<file path="src/rtl/tcp_tx_packet_generator.sv">
// tcp_tx_packet_generator: builds outbound TCP segments (IP header request, TCP header + options, payload)
// with the TCP checksum summed one 16-bit word per cycle before the header is sent.
module tcp_tx_packet_generator #(
  parameter int OPT_WORDS_MAX = 2,
  parameter int IP_TTL = 64,
  localparam int OW = $clog2(OPT_WORDS_MAX + 1)
) (
  input  logic                       i_clk,
  input  logic                       i_rst_n,
  input  logic                       i_hdr_valid,
  output logic                       o_hdr_ready,
  input  logic [31:0]                i_src_ip,
  input  logic [31:0]                i_dst_ip,
  input  logic [15:0]                i_source_port,
  input  logic [15:0]                i_dest_port,
  input  logic [31:0]                i_seq_number,
  input  logic [31:0]                i_ack_number,
  input  logic [7:0]                 i_flags,
  input  logic [15:0]                i_window_size,
  input  logic [OW-1:0]              i_opt_words,
  input  logic [32*OPT_WORDS_MAX-1:0] i_options,
  input  logic [15:0]                i_payload_len,
  input  logic [15:0]                i_payload_sum,
  input  logic [7:0]                 s_axis_data_tdata,
  input  logic                       s_axis_data_tvalid,
  output logic                       s_axis_data_tready,
  input  logic                       s_axis_data_tlast,
  output logic                       m_ip_hdr_valid,
  input  logic                       m_ip_hdr_ready,
  output logic [5:0]                 m_ip_dscp,
  output logic [1:0]                 m_ip_ecn,
  output logic [15:0]                m_ip_length,
  output logic [7:0]                 m_ip_ttl,
  output logic [7:0]                 m_ip_protocol,
  output logic [31:0]                m_ip_source_ip,
  output logic [31:0]                m_ip_dest_ip,
  output logic [7:0]                 m_ip_payload_axis_tdata,
  output logic                       m_ip_payload_axis_tvalid,
  input  logic                       m_ip_payload_axis_tready,
  output logic                       m_ip_payload_axis_tlast,
  output logic                       m_ip_payload_axis_tuser,
  output logic                       o_packet_done,
  output logic                       o_error
);
  localparam int HB = 20 + 4 * OPT_WORDS_MAX;
  localparam int IW = $clog2(HB);
  typedef enum logic [2:0] {IDLE, SUM, FOLD, IPHDR, HDR, DATA, DRAIN} state_t;
  state_t state, state_n;
  logic [31:0] src_ip, dst_ip, seq, ack, acc;
  logic [15:0] sport, dport, win, plen, psum, csum, dcnt, tcp_len, word;
  logic [7:0] flags, cnt, hlen, slast, bi;
  logic [OW-1:0] opt;
  logic [32*OPT_WORDS_MAX-1:0] options;
  logic [7:0] hb [HB];
  logic [16:0] f1;
  logic [15:0] f2;
  logic run, hdr_end, data_end;
  assign tcp_len = 16'd20 + (16'(opt) << 2) + plen;
  assign hlen = 8'd20 + (8'(opt) << 2);
  assign slast = 8'd16 + (8'(opt) << 1);
  assign bi = 8'((cnt - 8'd6) << 1);
  assign hdr_end = cnt == hlen - 8'd1;
  assign data_end = dcnt == plen - 16'd1;
  assign f1 = 17'(acc[15:0]) + 17'(acc[31:16]);
  assign f2 = f1[15:0] + 16'(f1[16]);
  // Header image; csum is zero while summing, so the same bytes feed both the sum and the output.
  always_comb begin
    hb = '{default: 8'h00};
    hb[0] = sport[15:8];
    hb[1] = sport[7:0];
    hb[2] = dport[15:8];
    hb[3] = dport[7:0];
    for (int k = 0; k < 4; k++) begin
      hb[4 + k] = seq[31 - 8*k -: 8];
      hb[8 + k] = ack[31 - 8*k -: 8];
    end
    hb[12] = {4'd5 + 4'(opt), 4'h0};
    hb[13] = flags;
    hb[14] = win[15:8];
    hb[15] = win[7:0];
    hb[16] = csum[15:8];
    hb[17] = csum[7:0];
    for (int k = 0; k < OPT_WORDS_MAX; k++)
      for (int j = 0; j < 4; j++)
        hb[20 + 4*k + j] = options[32*k + 31 - 8*j -: 8];
  end
  assign word = cnt == 8'd0 ? src_ip[31:16] :
                cnt == 8'd1 ? src_ip[15:0] :
                cnt == 8'd2 ? dst_ip[31:16] :
                cnt == 8'd3 ? dst_ip[15:0] :
                cnt == 8'd4 ? 16'h0006 :
                cnt == 8'd5 ? tcp_len :
                cnt == slast ? psum : {hb[IW'(bi)], hb[IW'(bi + 8'd1)]};
  always_comb begin
    state_n = state;
    o_hdr_ready = 1'b0;
    m_ip_hdr_valid = 1'b0;
    m_ip_payload_axis_tvalid = 1'b0;
    m_ip_payload_axis_tdata = 8'h00;
    m_ip_payload_axis_tlast = 1'b0;
    m_ip_payload_axis_tuser = 1'b0;
    s_axis_data_tready = 1'b0;
    case (state)
      IDLE: begin
        o_hdr_ready = run;
        state_n = i_hdr_valid && run ? SUM : IDLE;
      end
      SUM: state_n = cnt == slast ? FOLD : SUM;
      FOLD: state_n = IPHDR;
      IPHDR: begin
        m_ip_hdr_valid = 1'b1;
        state_n = m_ip_hdr_ready ? HDR : IPHDR;
      end
      HDR: begin
        m_ip_payload_axis_tvalid = 1'b1;
        m_ip_payload_axis_tdata = hb[IW'(cnt)];
        m_ip_payload_axis_tlast = hdr_end && plen == 16'd0;
        if (m_ip_payload_axis_tready && hdr_end) state_n = plen == 16'd0 ? IDLE : DATA;
      end
      DATA: begin
        m_ip_payload_axis_tvalid = s_axis_data_tvalid;
        s_axis_data_tready = m_ip_payload_axis_tready;
        m_ip_payload_axis_tdata = s_axis_data_tdata;
        m_ip_payload_axis_tlast = s_axis_data_tlast || data_end;
        m_ip_payload_axis_tuser = s_axis_data_tlast != data_end;
        if (s_axis_data_tvalid && m_ip_payload_axis_tready && (s_axis_data_tlast || data_end))
          state_n = data_end && !s_axis_data_tlast ? DRAIN : IDLE;
      end
      DRAIN: begin
        s_axis_data_tready = 1'b1;
        state_n = s_axis_data_tvalid && s_axis_data_tlast ? IDLE : DRAIN;
      end
      default: state_n = IDLE;
    endcase
  end
  assign o_packet_done = m_ip_payload_axis_tvalid && m_ip_payload_axis_tready && m_ip_payload_axis_tlast;
  assign o_error = m_ip_payload_axis_tvalid && m_ip_payload_axis_tready && m_ip_payload_axis_tuser;
  assign m_ip_dscp = 6'd0;
  assign m_ip_ecn = 2'd0;
  assign m_ip_length = m_ip_hdr_valid ? tcp_len + 16'd20 : 16'd0;
  assign m_ip_ttl = m_ip_hdr_valid ? 8'(IP_TTL) : 8'd0;
  assign m_ip_protocol = m_ip_hdr_valid ? 8'd6 : 8'd0;
  assign m_ip_source_ip = src_ip;
  assign m_ip_dest_ip = dst_ip;
  always_ff @(posedge i_clk or negedge i_rst_n) begin
    if (!i_rst_n) begin
      state <= IDLE;
      run <= 1'b0;
      src_ip <= '0;
      dst_ip <= '0;
      sport <= '0;
      dport <= '0;
      seq <= '0;
      ack <= '0;
      flags <= '0;
      win <= '0;
      opt <= '0;
      options <= '0;
      plen <= '0;
      psum <= '0;
      acc <= '0;
      csum <= '0;
      cnt <= '0;
      dcnt <= '0;
    end else begin
      state <= state_n;
      run <= 1'b1;
      case (state)
        IDLE: if (i_hdr_valid && run) begin
          src_ip <= i_src_ip;
          dst_ip <= i_dst_ip;
          sport <= i_source_port;
          dport <= i_dest_port;
          seq <= i_seq_number;
          ack <= i_ack_number;
          flags <= i_flags;
          win <= i_window_size;
          opt <= i_opt_words > OW'(OPT_WORDS_MAX) ? OW'(OPT_WORDS_MAX) : i_opt_words;
          options <= i_options;
          plen <= i_payload_len;
          psum <= i_payload_sum;
          acc <= '0;
          csum <= '0;
          cnt <= '0;
          dcnt <= '0;
        end
        SUM: begin
          acc <= acc + {16'd0, word};
          cnt <= cnt == slast ? 8'd0 : cnt + 8'd1;
        end
        FOLD: csum <= ~f2;
        HDR: if (m_ip_payload_axis_tready) cnt <= hdr_end ? 8'd0 : cnt + 8'd1;
        DATA: if (s_axis_data_tvalid && m_ip_payload_axis_tready) dcnt <= dcnt + 16'd1;
        default: ;
      endcase
    end
  end
endmodule

</file>
<file path="config.mk">
export PLATFORM = sky130hd
export DESIGN_NAME = tcp_tx_packet_generator
export DESIGN_NICKNAME = d
export VERILOG_FILES = /design/src/rtl/tcp_tx_packet_generator.sv
export SDC_FILE = /design/constraint.sdc
export NUM_CORES = 1
export LEC_CHECK = 0
export ABC_CLOCK_PERIOD_IN_PS = 4200
export CORE_UTILIZATION = 40
export DETAILED_ROUTE_END_ITERATION = 8
export DONT_BUFFER_PORTS = 1
export HOLD_SLACK_MARGIN = 0.03
export PLACE_DENSITY_LB_ADDON = 0.05
export SYNTH_ARGS = -nofsm -noshare
export SYNTH_HDL_FRONTEND = slang
export SYNTH_SLANG_ARGS = --single-unit
</file>
<file path="constraint.sdc">
create_clock -name i_clk -period 4.2 [get_ports i_clk]
set_input_delay 0.42 -clock i_clk [delete_from_list [all_inputs] [get_ports i_clk]]
set_output_delay 0.42 -clock i_clk [all_outputs]
set_load 0.01 [all_outputs]
</file>
==> summary.txt, run 1 <==
Timing
  – Least-Margin Pin Slew: 1160 ps
  – Clk_skew: 10.8 ps
  – Final setup violation count: 21
  – TNS Setup: -5040 ps
  – Normalized max-slew margin: 22.4%
  – WHS: -448 ps
  – Fin. Hold Viols: 358
  – Tcrit/Tclk final: 110%
  – Fmax: 217 MHz
  – Final worst slack: -417 ps
  – Final Max Tran Viols: 0
  – Min Tclk post-route: 4620 ps
  – RSZ-0062 raised after global routing: yes

Worst setup path
  – Reg2Reg Launch Point: cnt[0]
  – Top delay family on crit path: compound AO/OA/AOI/OAI gates
  – Slowest library cell on the worst path: dfrtp_4
  – Worst Setup SP: cnt[0]
  – Crit path DAT: 5080 ps
  – Setup CP Type: register to register
  – CP peak stage delay: 530 ps
  – Crit. End Element: register
  – Kind of start point of the critical path: register
  – WP depth: 21
  – Worst path cell trace: buf_4 -> mux4_2 -> nor2_1 -> nor3_2 -> a221oi_2 -> buf_4 -> a211oi_2 -> o32ai_2 -> a21oi_1 -> o21ai_0 -> nand2_1 -> ha_4 -> nor2b_1 -> o21ai_1 -> a21boi_2 -> o21ai_2 -> a31o_2 -> o211ai_1 -> a31oi_4 -> buf_4 -> o41ai_1
  – Crit path max fanout: 8
  – Cell mode on critical path: buf_4
  – Buf/Inv on CP: 3
  – R2R depth: 21
  – Req. time, crit path: 4670 ps

Route
  – DRT Pass-1 Iters: 7
  – Initial DRC Count: 1495
  – Via count: between 20000 and 25000
  – Avg WL per Cell: 22.7 µm
  – Drt drc: 0
  – Final ANT Viol Nets: 0
  – Vias/cell: 5.56
  – Total wire length: 84200 µm

Placement
  – IO buf count: 0
  – DP HPWL: 62600 µm
  – Placed cells: 3349
  – Area after DPL: approximately 0.024 mm²
  – Routability cong.: 0.919

Layout
  – Fillers: 4962
  – Share of cells above drive strength 1: approximately 17%
  – Fin cells: 3702
  – Antenna diodes: 0
  – Final Cell Area: 0.0286 mm²
  – Nets: 3336
  – Final Core Density: 52.9%
  – Syn-to-layout area delta: 30.3%

Global route
  – Initial antenna violation count: 0
  – Pin count of the biggest net entering global routing: ~360
  – Vias in the first global route: 20492
  – Grt ovf: 0
  – Tot GR Track Use: a little under a third
  – Global-route wire length before repair: 127000 µm

Job
  – Max-Cap Viols: 0

Clock network
  – CTS max path bufs: 3
  – TritonCTS clock tree: done
  – Clock Sinks: ~360
  – Clock Pin Slew Worst Setup and Hold Paths: 60 ps
  – CTS Buf Count: 42
  – H-tree levels: 2
  – Worst-skew pair later-pin latency: roughly 570 ps
  – Clock root buffer: clkbuf_16

Logic synthesis
  – Register area share after synthesis: 40.9%
  – Mapped Area: 0.0219 mm²
  – Ys Warns: 0
  – Seq cells post-synth: 358
  – Synth unique cells: a little under 90
  – Syn_area_per_cell: 8.56 µm²
  – Post-synth EDFFs: 0
  – Gate count after technology mapping: 2559
  – Async SR Flop Fraction: 100%
  – Top FF cell, synth: dfrtp_1

Floorplanning
  – Die H: 236 µm
  – Site Rows: 85
  – Starting Density: 40.6%
  – IO Count: about 420
  – Die width: 236 µm
  – Placeable Area: 0.0540 mm²
  – Die area: between 0.05 and 0.06 mm²

Hold path
  – Hold WC Path Type: input pin to asynchronous set/reset pin

Power
  – Power density cells: 852 mW/mm²
  – Pleak: approximately 14 nW
  – Total power: 24.4 mW
  – Max VDD drop: 385 µV

Run status
  – Status: finished, violations left
  – Failing checks: negative hold slack, negative setup slack
==> metrics by stage <==
stage	setup WS, ps	hold WS, ps
final	-417	-448
after global routing	-577	-472
after CTS	-339	-469
after detailed placement	-643	135
after global placement	-584	137
after floorplan	1.19	124
==> power by group <==
group	internal [mW]	switching (mW)
Clock	2.04	1.48
Combinational	6.66	7.26
Sequential	4.90	2.02
Total	13.6	10.8
==> cells in the mapped netlist, drive strengths merged (4+ instances only) <==
library cell | number | area share (%)
nand3 | 67 | 1.5
o2111ai | 4 | 0.16
o221ai | 4 | 0.16
nand2 | 957 | 16
mux2i | 40 | 1.8
ha | 55 | 3.1
xnor2 | 45 | 1.8
clkbuf | 117 | 2.0
o21a | 6 | 0.21
a21o | 9 | 0.31
a221oi | 25 | 1.0
nand2b | 15 | 0.43
mux4 | 75 | 7.7
o21ai | 133 | 3.0
mux2 | 27 | 1.4
buf | 71 | 1.9
nand4 | 19 | 0.64
nor2b | 11 | 0.31
nand3b | 8 | 0.27
a211o | 5 | 0.20
or3 | 18 | 0.51
a221o | 5 | 0.23
inv | 29 | 0.50
nor2 | 113 | 1.9
nor3b | 8 | 0.30
dfrtp | 358 | 41
nor3 | 28 | 0.64
nor4 | 6 | 0.30
o31ai | 13 | 0.45
and4 | 4 | 0.16
and3 | 18 | 0.51
xor2 | 48 | 1.9
and2 | 12 | 0.34
o22ai | 18 | 0.51
a211oi | 16 | 0.63
o211ai | 21 | 0.74
a21oi | 65 | 1.5
a31oi | 9 | 0.26
a32oi | 7 | 0.28
a22oi | 16 | 0.55
==> state kept, by name, indices dropped and copies added, names as in the netlist <==
register        cells
run                 1
plen               16
dport              16
sport              16
options            64
flags               8
dcnt               16
cnt                 8
ack                32
seq                32
m_ip_dest_ip       32
state               3
win                16
csum               16
psum               16
m_ip_source_ip     32
acc                32
opt                 2
==> path summary, 6_finish.rpt <==
| kind | slack, ps | to |
|---|---|---|
| worst min register to register | 490 | psum[10] |
| worst max register to register | -420 | acc[30] |
| min in group i_clk | 40 | opt[0] |
| worst max-delay path | -420 | acc[30] |
| max in group asynchronous | 3690 | cnt[1] |
| worst min-delay path | -450 | m_ip_dest_ip[19] |
==> cells by family (layout without fill, tap and decap cells) <==
logic type	after synthesis	in the layout	share of synthesized area (%)
AO/OA/AOI/OAI	391	391	11.7
XOR/XNOR	94	94	3.86
adder cells (fa/ha/maj)	58	58	3.41
buffers and inverters	218	645	4.43
flip-flops	358	358	40.9
multiplexers	142	142	10.9
other	2	22	0.0343
AND/OR/NAND/NOR	1296	1296	24.8
==> layer usage <==
metal  track usage [%]  part of all wire (%)
met1              38.3                    42
met2              51.2                    49
met3              5.02                   5.5
met4              11.0                   3.6
met5                 0                     0
==> timing repair <==
item                                    in CTS  in global routing
buffers inserted                             3                 10
hold buffers                               270                  1
hold endpoints to repair                   628                359
gates resized for setup                     44                 49
pin swaps                                   16                 17
endpoints found under the setup margin      26                 35
cloned                                       0                  0
==> placed cells by master, fill, tap and decap left out, drive strengths merged, types with 22 or more instances in the layout <==
master / synthesis / routed
nand2: 957 / 957
nor2: 113 / 113
inv: 29 / 30
nor3: 28 / 28
o21ai: 133 / 133
dlygate4sd3: 0 / 271
xnor2: 45 / 45
conb: 2 / 22
nand3: 67 / 67
a221oi: 25 / 25
mux4: 75 / 75
mux2: 27 / 27
mux2i: 40 / 40
dfrtp: 358 / 358
ha: 55 / 55
a21oi: 65 / 65
buf: 71 / 275
clkbuf: 117 / 62
xor2: 48 / 48
==> worst register-to-register path, stage by stage (launching register included) <==
cell and delay [ps]:
dfrtp_4 530, buf_4 170, mux4_2 490, nor2_1 150, nor3_2 70, a221oi_2 260, buf_4 170, a211oi_2 90
o32ai_2 270, a21oi_1 90, o21ai_0 80, nand2_1 110, ha_4 290, nor2b_1 130, o21ai_1 90, a21boi_2 170
o21ai_2 70, a31o_2 270, o211ai_1 290, a31oi_4 200, buf_4 170, o41ai_1 310
==> area by class of cell <==
class	count	area, µm²	area share [%]
clock buffers	62	1210	4.23
flip-flops and latches	358	8970	31.4
inverters	30	113	0.394
multi-input cells	2003	12400	43.5
repair buffers	546	4900	17.1
clock inverters	7	70.1	0.245
well taps	696	871	3.05
No activity file was read; power rests on OpenSTA's default activity.
==> run 2: changes to the inputs <==
--- a/config.mk
+++ b/config.mk
@@ -11,6 +11,7 @@
 export DONT_BUFFER_PORTS = 1
 export HOLD_SLACK_MARGIN = 0.03
 export PLACE_DENSITY_LB_ADDON = 0.05
+export RECOVER_POWER = 25
 export SYNTH_ARGS = -nofsm -noshare
 export SYNTH_HDL_FRONTEND = slang
 export SYNTH_SLANG_ARGS = --single-unit
==> results of run 2 <==
Same layout as run 1: the final DEF is identical, and so are final timing and power.
